## src/rtl/exp_arb_pkg.sv

```systemverilog
// Shared constants for the exponential-core request arbiter.
// DATA_W           : operand/result width (IEEE-754 single precision)
// N_REQ_DEF        : default number of requesters
// MAX_INFLIGHT_DEF : default in-flight tag FIFO depth
// CORE_LATENCY     : pipeline latency of the exp core; the tag FIFO should be at
//                    least this deep to keep the core fully busy
package exp_arb_pkg;

    localparam int DATA_W           = 32;
    localparam int N_REQ_DEF        = 4;
    localparam int MAX_INFLIGHT_DEF = 8;
    localparam int CORE_LATENCY     = 6;

endpackage : exp_arb_pkg

```

## src/rtl/exp_tag_fifo.sv

```systemverilog
// In-flight tag FIFO: remembers which requester issued each operation still
// inside the exp core, in issue order.
// Ports:
//   CLK      in  clock, rising edge
//   rst      in  asynchronous active-high reset
//   push     in  write push_tag (ignored when full)
//   push_tag in  requester ID of the operation being issued
//   pop      in  retire the oldest tag (ignored when empty)
//   pop_tag  out oldest tag (first-word fall-through, valid when !empty)
//   full     out count == DEPTH
//   empty    out count == 0
//   count    out number of stored tags
// DEPTH must be >= 2; pointers wrap explicitly so DEPTH need not be a power of two.
module exp_tag_fifo #(
    parameter int TAG_W = 2,
    parameter int DEPTH = 8
) (
    input  logic                     CLK,
    input  logic                     rst,
    input  logic                     push,
    input  logic [TAG_W-1:0]         push_tag,
    input  logic                     pop,
    output logic [TAG_W-1:0]         pop_tag,
    output logic                     full,
    output logic                     empty,
    output logic [$clog2(DEPTH):0]   count
);

    localparam int PTR_W = $clog2(DEPTH);
    localparam int CNT_W = $clog2(DEPTH) + 1;

    logic [TAG_W-1:0] mem_r [DEPTH];
    logic [PTR_W-1:0] wr_ptr_r;
    logic [PTR_W-1:0] rd_ptr_r;
    logic [CNT_W-1:0] count_r;
    logic             do_push_s;
    logic             do_pop_s;

    assign full      = (count_r == CNT_W'(DEPTH));
    assign empty     = (count_r == CNT_W'(0));
    assign count     = count_r;
    assign pop_tag   = mem_r[rd_ptr_r];
    assign do_push_s = push && !full;
    assign do_pop_s  = pop && !empty;

    // Tag storage and read/write pointers with modulo-DEPTH wrap.
    always_ff @(posedge CLK or posedge rst) begin
        if (rst) begin
            for (int i = 0; i < DEPTH; i++) begin
                mem_r[i] <= '0;
            end
            wr_ptr_r <= '0;
            rd_ptr_r <= '0;
        end else begin
            if (do_push_s) begin
                mem_r[wr_ptr_r] <= push_tag;
                wr_ptr_r <= (wr_ptr_r == PTR_W'(DEPTH - 1)) ? '0 : wr_ptr_r + PTR_W'(1);
            end
            if (do_pop_s) begin
                rd_ptr_r <= (rd_ptr_r == PTR_W'(DEPTH - 1)) ? '0 : rd_ptr_r + PTR_W'(1);
            end
        end
    end

    // Occupancy: simultaneous push and pop leaves the count unchanged.
    always_ff @(posedge CLK or posedge rst) begin
        if (rst) begin
            count_r <= '0;
        end else begin
            case ({do_push_s, do_pop_s})
                2'b10:   count_r <= count_r + CNT_W'(1);
                2'b01:   count_r <= count_r - CNT_W'(1);
                default: count_r <= count_r;
            endcase
        end
    end

endmodule : exp_tag_fifo

```

## src/rtl/exp_req_arbiter.sv

```systemverilog
// Shares one exp core between N_REQ requesters. A round-robin pick feeds the
// core's load/input_ready handshake; the winner's ID goes into a tag FIFO so each
// in-order core result can be steered back to the requester that issued it.
// Ports:
//   CLK, rst           clock (rising) and async active-high reset (shared with core)
//   en                 1 = new grants allowed; results always drain
//   req_valid/req_data per-requester operand valid and packed operands
//   req_ready          one-hot grant (combinational)
//   rsp_valid/rsp_data registered one-cycle result strobe and shared result bus
//   core_*             handshake to/from the exp core
//   busy               operations are in flight
//   err_spurious       sticky: result arrived with nothing in flight
//   err_overflow       sticky: operand accepted with the tag FIFO full
module exp_req_arbiter
    import exp_arb_pkg::*;
#(
    parameter int N_REQ        = N_REQ_DEF,
    parameter int MAX_INFLIGHT = MAX_INFLIGHT_DEF
) (
    input  logic                      CLK,
    input  logic                      rst,
    input  logic                      en,
    input  logic [N_REQ-1:0]          req_valid,
    input  logic [N_REQ*DATA_W-1:0]   req_data,
    output logic [N_REQ-1:0]          req_ready,
    output logic [N_REQ-1:0]          rsp_valid,
    output logic [DATA_W-1:0]         rsp_data,
    output logic                      core_start,
    output logic                      core_load,
    output logic [DATA_W-1:0]         core_in,
    input  logic                      core_input_ready,
    input  logic                      core_output_ready,
    input  logic [DATA_W-1:0]         core_out,
    output logic                      busy,
    output logic                      err_spurious,
    output logic                      err_overflow
);

    localparam int TAG_W = $clog2(N_REQ);
    localparam int CNT_W = $clog2(MAX_INFLIGHT) + 1;

    logic [TAG_W-1:0] rr_ptr_r;
    logic [TAG_W-1:0] win_s;
    logic             found_s;
    logic [TAG_W:0]   idx_s;
    logic             issue_s;
    logic             pop_s;
    logic [TAG_W-1:0] pop_tag_s;
    logic             fifo_full_s;
    logic             fifo_empty_s;
    logic [CNT_W-1:0] fifo_count_s;
    logic [N_REQ-1:0] rsp_onehot_s;

    // Round-robin search from rr_ptr upward with wrap-around; the extra idx bit
    // holds rr_ptr + k before it is folded back into 0..N_REQ-1.
    always_comb begin
        found_s = 1'b0;
        win_s   = '0;
        idx_s   = '0;
        for (int k = 0; k < N_REQ; k++) begin
            idx_s = {1'b0, rr_ptr_r} + (TAG_W + 1)'(k);
            if (idx_s >= (TAG_W + 1)'(N_REQ)) begin
                idx_s = idx_s - (TAG_W + 1)'(N_REQ);
            end else begin
                idx_s = idx_s;
            end
            if (!found_s && req_valid[idx_s[TAG_W-1:0]]) begin
                found_s = 1'b1;
                win_s   = idx_s[TAG_W-1:0];
            end else begin
                found_s = found_s;
            end
        end
    end

    // All combinational handshake outputs are forced low while rst is held.
    assign issue_s    = !rst && en && core_input_ready && !fifo_full_s && found_s;
    assign core_start = en && !rst;
    assign core_load  = issue_s;
    assign pop_s      = core_output_ready && !fifo_empty_s;
    assign busy       = (fifo_count_s != CNT_W'(0));

    // Grant and operand mux for the winner.
    always_comb begin
        req_ready = '0;
        core_in   = '0;
        if (issue_s) begin
            req_ready[win_s] = 1'b1;
            core_in          = req_data[win_s*DATA_W +: DATA_W];
        end else begin
            req_ready = '0;
            core_in   = '0;
        end
    end

    // Round-robin pointer moves just past the requester that was granted.
    always_ff @(posedge CLK or posedge rst) begin
        if (rst) begin
            rr_ptr_r <= '0;
        end else if (issue_s) begin
            rr_ptr_r <= (win_s == TAG_W'(N_REQ - 1)) ? '0 : win_s + TAG_W'(1);
        end else begin
            rr_ptr_r <= rr_ptr_r;
        end
    end

    exp_tag_fifo #(
        .TAG_W (TAG_W),
        .DEPTH (MAX_INFLIGHT)
    ) u_tag_fifo (
        .CLK      (CLK),
        .rst      (rst),
        .push     (issue_s),
        .push_tag (win_s),
        .pop      (pop_s),
        .pop_tag  (pop_tag_s),
        .full     (fifo_full_s),
        .empty    (fifo_empty_s),
        .count    (fifo_count_s)
    );

    // One-hot decode of the tag being retired.
    always_comb begin
        rsp_onehot_s             = '0;
        rsp_onehot_s[pop_tag_s]  = 1'b1;
    end

    // Registered response: strobe the owner one cycle after the core result;
    // rsp_data holds the last result between strobes.
    always_ff @(posedge CLK or posedge rst) begin
        if (rst) begin
            rsp_valid <= '0;
            rsp_data  <= '0;
        end else if (pop_s) begin
            rsp_valid <= rsp_onehot_s;
            rsp_data  <= core_out;
        end else begin
            rsp_valid <= '0;
            rsp_data  <= rsp_data;
        end
    end

    // Sticky error flags; overflow is unreachable because issue is gated by full.
    always_ff @(posedge CLK or posedge rst) begin
        if (rst) begin
            err_spurious <= 1'b0;
            err_overflow <= 1'b0;
        end else begin
            if (core_output_ready && fifo_empty_s) begin
                err_spurious <= 1'b1;
            end else begin
                err_spurious <= err_spurious;
            end
            if (core_load && core_input_ready && fifo_full_s) begin
                err_overflow <= 1'b1;
            end else begin
                err_overflow <= err_overflow;
            end
        end
    end

endmodule : exp_req_arbiter

```

## config.mk

```make
export PLATFORM = sky130hd
export DESIGN_NAME = exp_req_arbiter
export DESIGN_NICKNAME = d
export VERILOG_FILES = /design/src/rtl/exp_arb_pkg.sv /design/src/rtl/exp_tag_fifo.sv /design/src/rtl/exp_req_arbiter.sv
export SDC_FILE = /design/constraint.sdc
export NUM_CORES = 1
export LEC_CHECK = 0
export BUFFER_PORTS_ARGS = -buffer_cell sky130_fd_sc_hd__buf_2
export CAP_MARGIN = 20
export CORE_MARGIN = 2
export CORE_UTILIZATION = 48
export DETAILED_ROUTE_END_ITERATION = 8
export PLACE_DENSITY = 0.95
export SLEW_MARGIN = 20
export SYNTH_ARGS = -nofsm -noshare
export SYNTH_HDL_FRONTEND = slang
export SYNTH_HIERARCHICAL = 1
export SYNTH_SLANG_ARGS = --single-unit
```

## constraint.sdc

```tcl
create_clock -name CLK -period 9.4 [get_ports CLK]
set_clock_uncertainty 0.15 [all_clocks]
set_input_delay 0.94 -clock CLK [delete_from_list [all_inputs] [get_ports CLK]]
set_output_delay 0.94 -clock CLK [all_outputs]
set_load 0.01 [all_outputs]
```

==> impl_metrics.json, run 1 <==
{
  "irDropWorstVdd_mv": 0.189,
  "worstSkewPairLatency_ns": 0.35,
  "synth-seq-area-share_pct": 39.7,
  "wire_per_inst_um": 18.9,
  "power_mw": 1.37,
  "drive_above_1_share_pct": 56.9,
  "place_ws_ns": 4.92,
  "dr.pass1.iters": 5,
  "cts_buffers": 9,
  "syn_avg_cell_area_um2": 12.2,
  "max_freq_mhz": 222,
  "die_h_um": 97.0,
  "rows": 33,
  "use_met3_pct": 7.80,
  "rr_startpoint": "u_tag_fifo/count[0]",
  "yosysWarnings": 6,
  "setup_violations": 0,
  "core_um2": 8300,
  "path_clk_slew_ns": 0.07,
  "grt_use_met2_pct": 49.8,
  "postCtsSetupRepairBufs": 0,
  "post-dp-hpwl_mm": 10.3,
  "critical_path.startpoint": "req_valid[3]",
  "rsz0062_at_grt": "false",
  "tritoncts": "yes",
  "grt_pass1_wl_mm": 20.1,
  "grtUsageTotal_pct": 27.0,
  "hold_viol_final": 0,
  "root_buffer": "clkbuf_8",
  "power.internal_uw": 857,
  "die_w_um": 97.0,
  "grt-busiest-layer": "met2",
  "cp-end-kind": "output pin",
  "switching_share_pct": 37.2,
  "powerDensity_nw_per_um2": 246,
  "synth_largest_area_cell": "dfrtp_1",
  "seqPwrFrac_pct": 35.2,
  "hp-class": "register to register",
  "startpoint_type": "primary input",
  "cts_htree_levels": 3,
  "reg2regPathDepth": 9,
  "hold_depth": 0,
  "clkPwrFrac_pct": 19.5,
  "worst_pin_slew_ns": 1.13,
  "gr-total-overflow": 0,
  "first_iter_violations": 230,
  "grt_max_degree": 76,
  "max_slew_margin_pct": 24.5,
  "die-area_um2": 9420,
  "vias": 3815,
  "hold_ws_ns": 0.233,
  "fin_cells": 686,
  "io_pins": 246,
  "grt_util_met1_pct": 28.8,
  "period_needed_ns": 4.50,
  "ant_nets": 0,
  "grt_pass1_vias": 3919,
  "synthFlopType": "dfrtp_1",
  "crit_arrival_ns": 3.41,
  "dp.cells": 669,
  "cts_hold_buf": 0,
  "ctsResizeCount": 0,
  "vias_per_cell": 5.56,
  "ys_types": 48,
  "min_period_over_period_pct": 47.9,
  "clk_path_buf_depth": 2,
  "setup_slack_ns": 4.90,
  "ys_async_sr_fraction_pct": 100,
  "initial_core_util_pct": 50.1,
  "postSynthCellCount": 341,
  "tns_ns": 0,
  "final_area_um2": 5560,
  "netlist_area_um2": 4160,
  "ys_ff_latch": 66,
  "hp-start": "err_overflow",
  "gp_congestion": 1.03,
  "p_leak_nw": 2.94,
  "critPathKind": "primary input to output pin",
  "p_sw_uw": 508,
  "io_buffers": 245,
  "crit_required_ns": 8.31,
  "combPwrFrac_pct": 45.3,
  "mappedNetlistNets": 522,
  "status": "finished, final reports clean",
  "placed_area_um2": 5330,
  "worstPathMaxFanout": 32,
  "post-route-util_pct": 67.0,
  "synth.top_cell.area_share_pct": 39.7,
  "drc": 0,
  "drt_wl_total_mm": 12.9,
  "synth_edf_count": 0,
  "cts.sinks": 66,
  "slew_viol_final": 0,
  "fin_nets": 756,
  "synthToLayoutAreaGrowth_pct": 33.8,
  "synthTopCellsByArea": "dfrtp_1 (40%), mux2i_1 (16%), mux2_2 (12%), o22ai_1 (4.8%), ha_1 (3.3%)",
  "maxCapViolCount": 0,
  "antenna_found_initial": 1
}
==> layout by cell type, fill, tap and decap left out, types with 3 or more instances in the layout <==
cell type / instances
a21oi_1: 5
and2_1: 4
buf_2: 245
buf_4: 3
clkbuf_8: 9
clkinv_4: 3
dfrtp_1: 66
ha_1: 11
inv_1: 10
mux2_1: 9
mux2_2: 46
mux2i_1: 66
mux4_2: 4
nand2_1: 8
nor2_1: 4
nor2b_1: 3
nor3_1: 3
nor3b_1: 5
nor4b_2: 3
o22ai_1: 32
==> state kept, by name, indices dropped and copies added (netlist names) <==
| signal | count |
|---|---|
| rr_ptr_r | 2 |
| u_tag_fifo/mem_r | 16 |
| u_tag_fifo/count | 4 |
| err_spurious | 1 |
| u_tag_fifo/rd_ptr_r | 3 |
| u_tag_fifo/wr_ptr_r | 3 |
| err_overflow | 1 |
| rsp_valid | 4 |
| rsp_data | 32 |
==> worst paths after layout <==
kind                                            end  slack, ns
worst max register to register  u_tag_fifo/count[3]       5.74
max in group asynchronous              rsp_data[25]       8.10
worst max-delay path                    core_in[21]       4.90
min in group asynchronous               rr_ptr_r[0]       0.33
worst min-delay path                   err_overflow       0.23
worst min register to register         err_overflow       0.23
==> cell usage after synthesis (2+ instances only) <==
cell type	n
nor4b_2	3
buf_2	10
nor3_1	3
mux2i_1	66
nor2_1	4
inv_1	11
mux2_4	2
a21oi_1	5
clkbuf_1	6
nand4b_1	2
nor3b_1	5
nor4_1	2
buf_12	5
a21o_1	2
ha_1	11
mux2_1	9
nor2b_1	4
clkbuf_4	2
o22ai_1	32
mux2_2	46
buf_6	2
nand4_1	2
mux4_2	4
and3_1	2
nand2_1	8
and2_1	4
nand2b_1	2
o21ai_0	2
dfrtp_1	66
==> area by class of cell <==
class	count	area, um2
clock buffers	9	124
clock inverters	7	103
multi-input cells	238	2250
repair buffers	248	1250
fillers	639	2740
well taps	105	131
diodes	1	2.50
flip-flops and latches	66	1650
inverters	12	46.3
==> power by group through the flow <==
stage,sequential [mW],combinational (mW),clock (mW)
finish,0.480,0.619,0.267
global route,0.495,0.666,0.286
CTS,0.479,0.618,0.269
detailed placement,0.483,0.614,0
global placement,0.470,0.586,0
floorplan,0.469,0.473,0
==> critical path: stages <==
cell and delay (ns):
buf_2 0.11, inv_1 0.07, and3_1 0.20, nor3_2 0.56, nand2_1 0.81, o22ai_1 0.51
buf_2 0.20
==> layer usage <==
| layer | vias to the layer above | part of all wire [%] |
|---|---|---|
| met5 | - | 0 |
| met4 | 0 | 2.9 |
| met3 | 27 | 6.9 |
| met2 | 174 | 55 |
| met1 | 1866 | 35 |
| li1 | 1748 | - |
==> cell families (layout without fill, tap and decap cells) <==
kind of cell	Yosys count	after routing	synth area share, %
adders and majority gates	12	12	3.79
other	0	1	0
muxes	127	127	33.7
AOI/OAI and AO/OA	48	48	7.98
and+or+nand+nor	49	49	8.19
DFF	66	66	39.7
buffers and inverters	37	276	6.17
xor gates and xnor gates	2	2	0.422
(Power assumes the default switching activity.)
==> inputs of run 2 (changes only) <==
--- a/config.mk
+++ b/config.mk
@@ -8,9 +8,9 @@
 export BUFFER_PORTS_ARGS = -buffer_cell sky130_fd_sc_hd__buf_2
 export CAP_MARGIN = 20
 export CORE_MARGIN = 2
-export CORE_UTILIZATION = 48
+export CORE_UTILIZATION = 44
 export DETAILED_ROUTE_END_ITERATION = 8
-export PLACE_DENSITY = 0.95
+export PLACE_DENSITY = 0.92
 export SLEW_MARGIN = 20
 export SYNTH_ARGS = -nofsm -noshare
 export SYNTH_HDL_FRONTEND = slang
==> constraint.sdc (replaced) <==
create_clock -name CLK -period 4.6 [get_ports CLK]
set_clock_uncertainty 0.15 [all_clocks]
set_input_delay 0.46 -clock CLK [delete_from_list [all_inputs] [get_ports CLK]]
set_output_delay 0.46 -clock CLK [all_outputs]
set_load 0.01 [all_outputs]
==> impl_metrics.json, run 2 (synthesis gave the netlist of run 1 again) <==
{
  "dp.cells": 678,
  "grt_pass1_vias": 3541,
  "crit_arrival_ns": 3.17,
  "powerDensity_nw_per_um2": 496,
  "clk_path_buf_depth": 2,
  "initial_core_util_pct": 45.2,
  "grtUsageTotal_pct": 24.8,
  "cts_htree_levels": 3,
  "crit_required_ns": 3.99,
  "first_iter_violations": 226,
  "period_needed_ns": 3.78,
  "drt_wl_total_mm": 13.3,
  "hp-start": "core_out[26]",
  "vias": 3771,
  "p_leak_nw": 2.95,
  "ctsResizeCount": 0,
  "rsz0062_at_grt": "false",
  "grt_pass1_wl_mm": 19.2,
  "fin_nets": 760,
  "die_w_um": 101,
  "min_period_over_period_pct": 82.1,
  "rr_startpoint": "u_tag_fifo/count[0]",
  "gp_congestion": 0.851,
  "dr.pass1.iters": 4,
  "drive_above_1_share_pct": 56.5,
  "hp-class": "primary input to register",
  "hold_viol_final": 0,
  "io_pins": 246,
  "critPathKind": "register to output pin",
  "worstPathMaxFanout": 26,
  "vias_per_cell": 5.42,
  "tritoncts": "yes",
  "root_buffer": "clkbuf_8",
  "final_common_cell": "buf_2",
  "rows": 35,
  "place_ws_ns": 1.04,
  "gr-total-overflow": 0,
  "status": "finished, final reports clean",
  "ant_nets": 0,
  "mostFrequentLayoutCells": "buf_2 (245), mux2i_1 (66), dfrtp_1 (66)",
  "io_buffers": 245,
  "power_mw": 2.77,
  "cp-end-kind": "output pin",
  "antenna_found_initial": 1,
  "max_freq_mhz": 265,
  "cts_hold_buf": 1,
  "regMostFlops": "rsp_data",
  "postCtsSetupRepairBufs": 0,
  "cts_buffers": 9,
  "tns_ns": 0,
  "post-dp-hpwl_mm": 10.7,
  "irDropWorstVdd_mv": 0.348,
  "die-area_um2": 10200,
  "path_clk_slew_ns": 0.08,
  "die_h_um": 101,
  "largest_reg_flops": 32,
  "reg_top3": "rsp_data: 32 flops, u_tag_fifo/mem_r: 16 flops",
  "cts.sinks": 66,
  "synthToLayoutAreaGrowth_pct": 34.3,
  "startpoint_type": "register",
  "worst_pin_slew_ns": 1.01,
  "drc": 0,
  "worstSkewPairLatency_ns": 0.34,
  "hold_ws_ns": 0.187,
  "maxCapViolCount": 0,
  "setup_slack_ns": 0.821,
  "grt_max_degree": 40,
  "slew_viol_final": 0,
  "core_um2": 9200,
  "critical_path.startpoint": "u_tag_fifo/count[0]",
  "setup_violations": 0,
  "fin_cells": 696,
  "max_slew_margin_pct": 32.7,
  "wire_per_inst_um": 19.2
}
run 2: cell count changes in the layout (fill, tap and decap cells not counted), sizes merged:
cell	delta
clkbuf	+2
clkinvlp	-1
dlygate4sd3	+1
inv	-1
buf	+3
run 2: metrics by stage:
| step | instance area, um2 | util, % |
|---|---|---|
| 6_report | 5580 | 60.7 |
| 4_1_cts | 5580 | 60.7 |
| 3_3_place_gp | 5360 | 58.3 |
| 3_5_place_dp | 5360 | 58.3 |
| 5_1_grt | 5580 | 60.7 |
| 2_1_floorplan | 4160 | - |
run 2: final timing paths:
kind,to,slack (ns),depth (start not counted)
max reg2reg,u_tag_fifo/count[3],1.04,9
min reg2reg,err_overflow,0.23,0
min,rsp_data[26],0.19,2
min in group asynchronous,rsp_valid[0],0.54,3
max,core_in[14],0.82,7
max in group asynchronous,rsp_data[22],3.03,4
run 2: final cells by class:
class / instances / area (um2)
clock buffers: 11 / 131
clock inverters: 5 / 78.8
fillers: 734 / 3620
diodes: 1 / 2.50
well taps: 111 / 139
flip-flops and latches: 66 / 1650
repair buffers: 252 / 1280
multi-input cells: 238 / 2250
inverters: 12 / 46.3
run 2: critical path: stages, from the launching register on:
cell      delay [ns]
dfrtp_1         0.48
or4b_4          0.61
clkinv_2        0.13
and4bb_1        0.33
nand2b_1        0.77
buf_4           0.29
o22ai_1         0.07
buf_2           0.15
run 2: per-layer routing:
layer | up-vias | track usage [%] | wire length [um]
met5 | - | 0 | 0
met4 | 0 | 10.6 | 405
met3 | 26 | 6.21 | 861
met2 | 144 | 43.6 | 7040
met1 | 1841 | 28.8 | 5040
li1 | 1760 | - | -
run 2: power breakdown:
| part | switching (mW) | internal [mW] | total, mW |
|---|---|---|---|
| clock network | 0.218 | 0.305 | 0.523 |
| registers | 0.188 | 0.790 | 0.977 |
| logic | 0.615 | 0.650 | 1.27 |
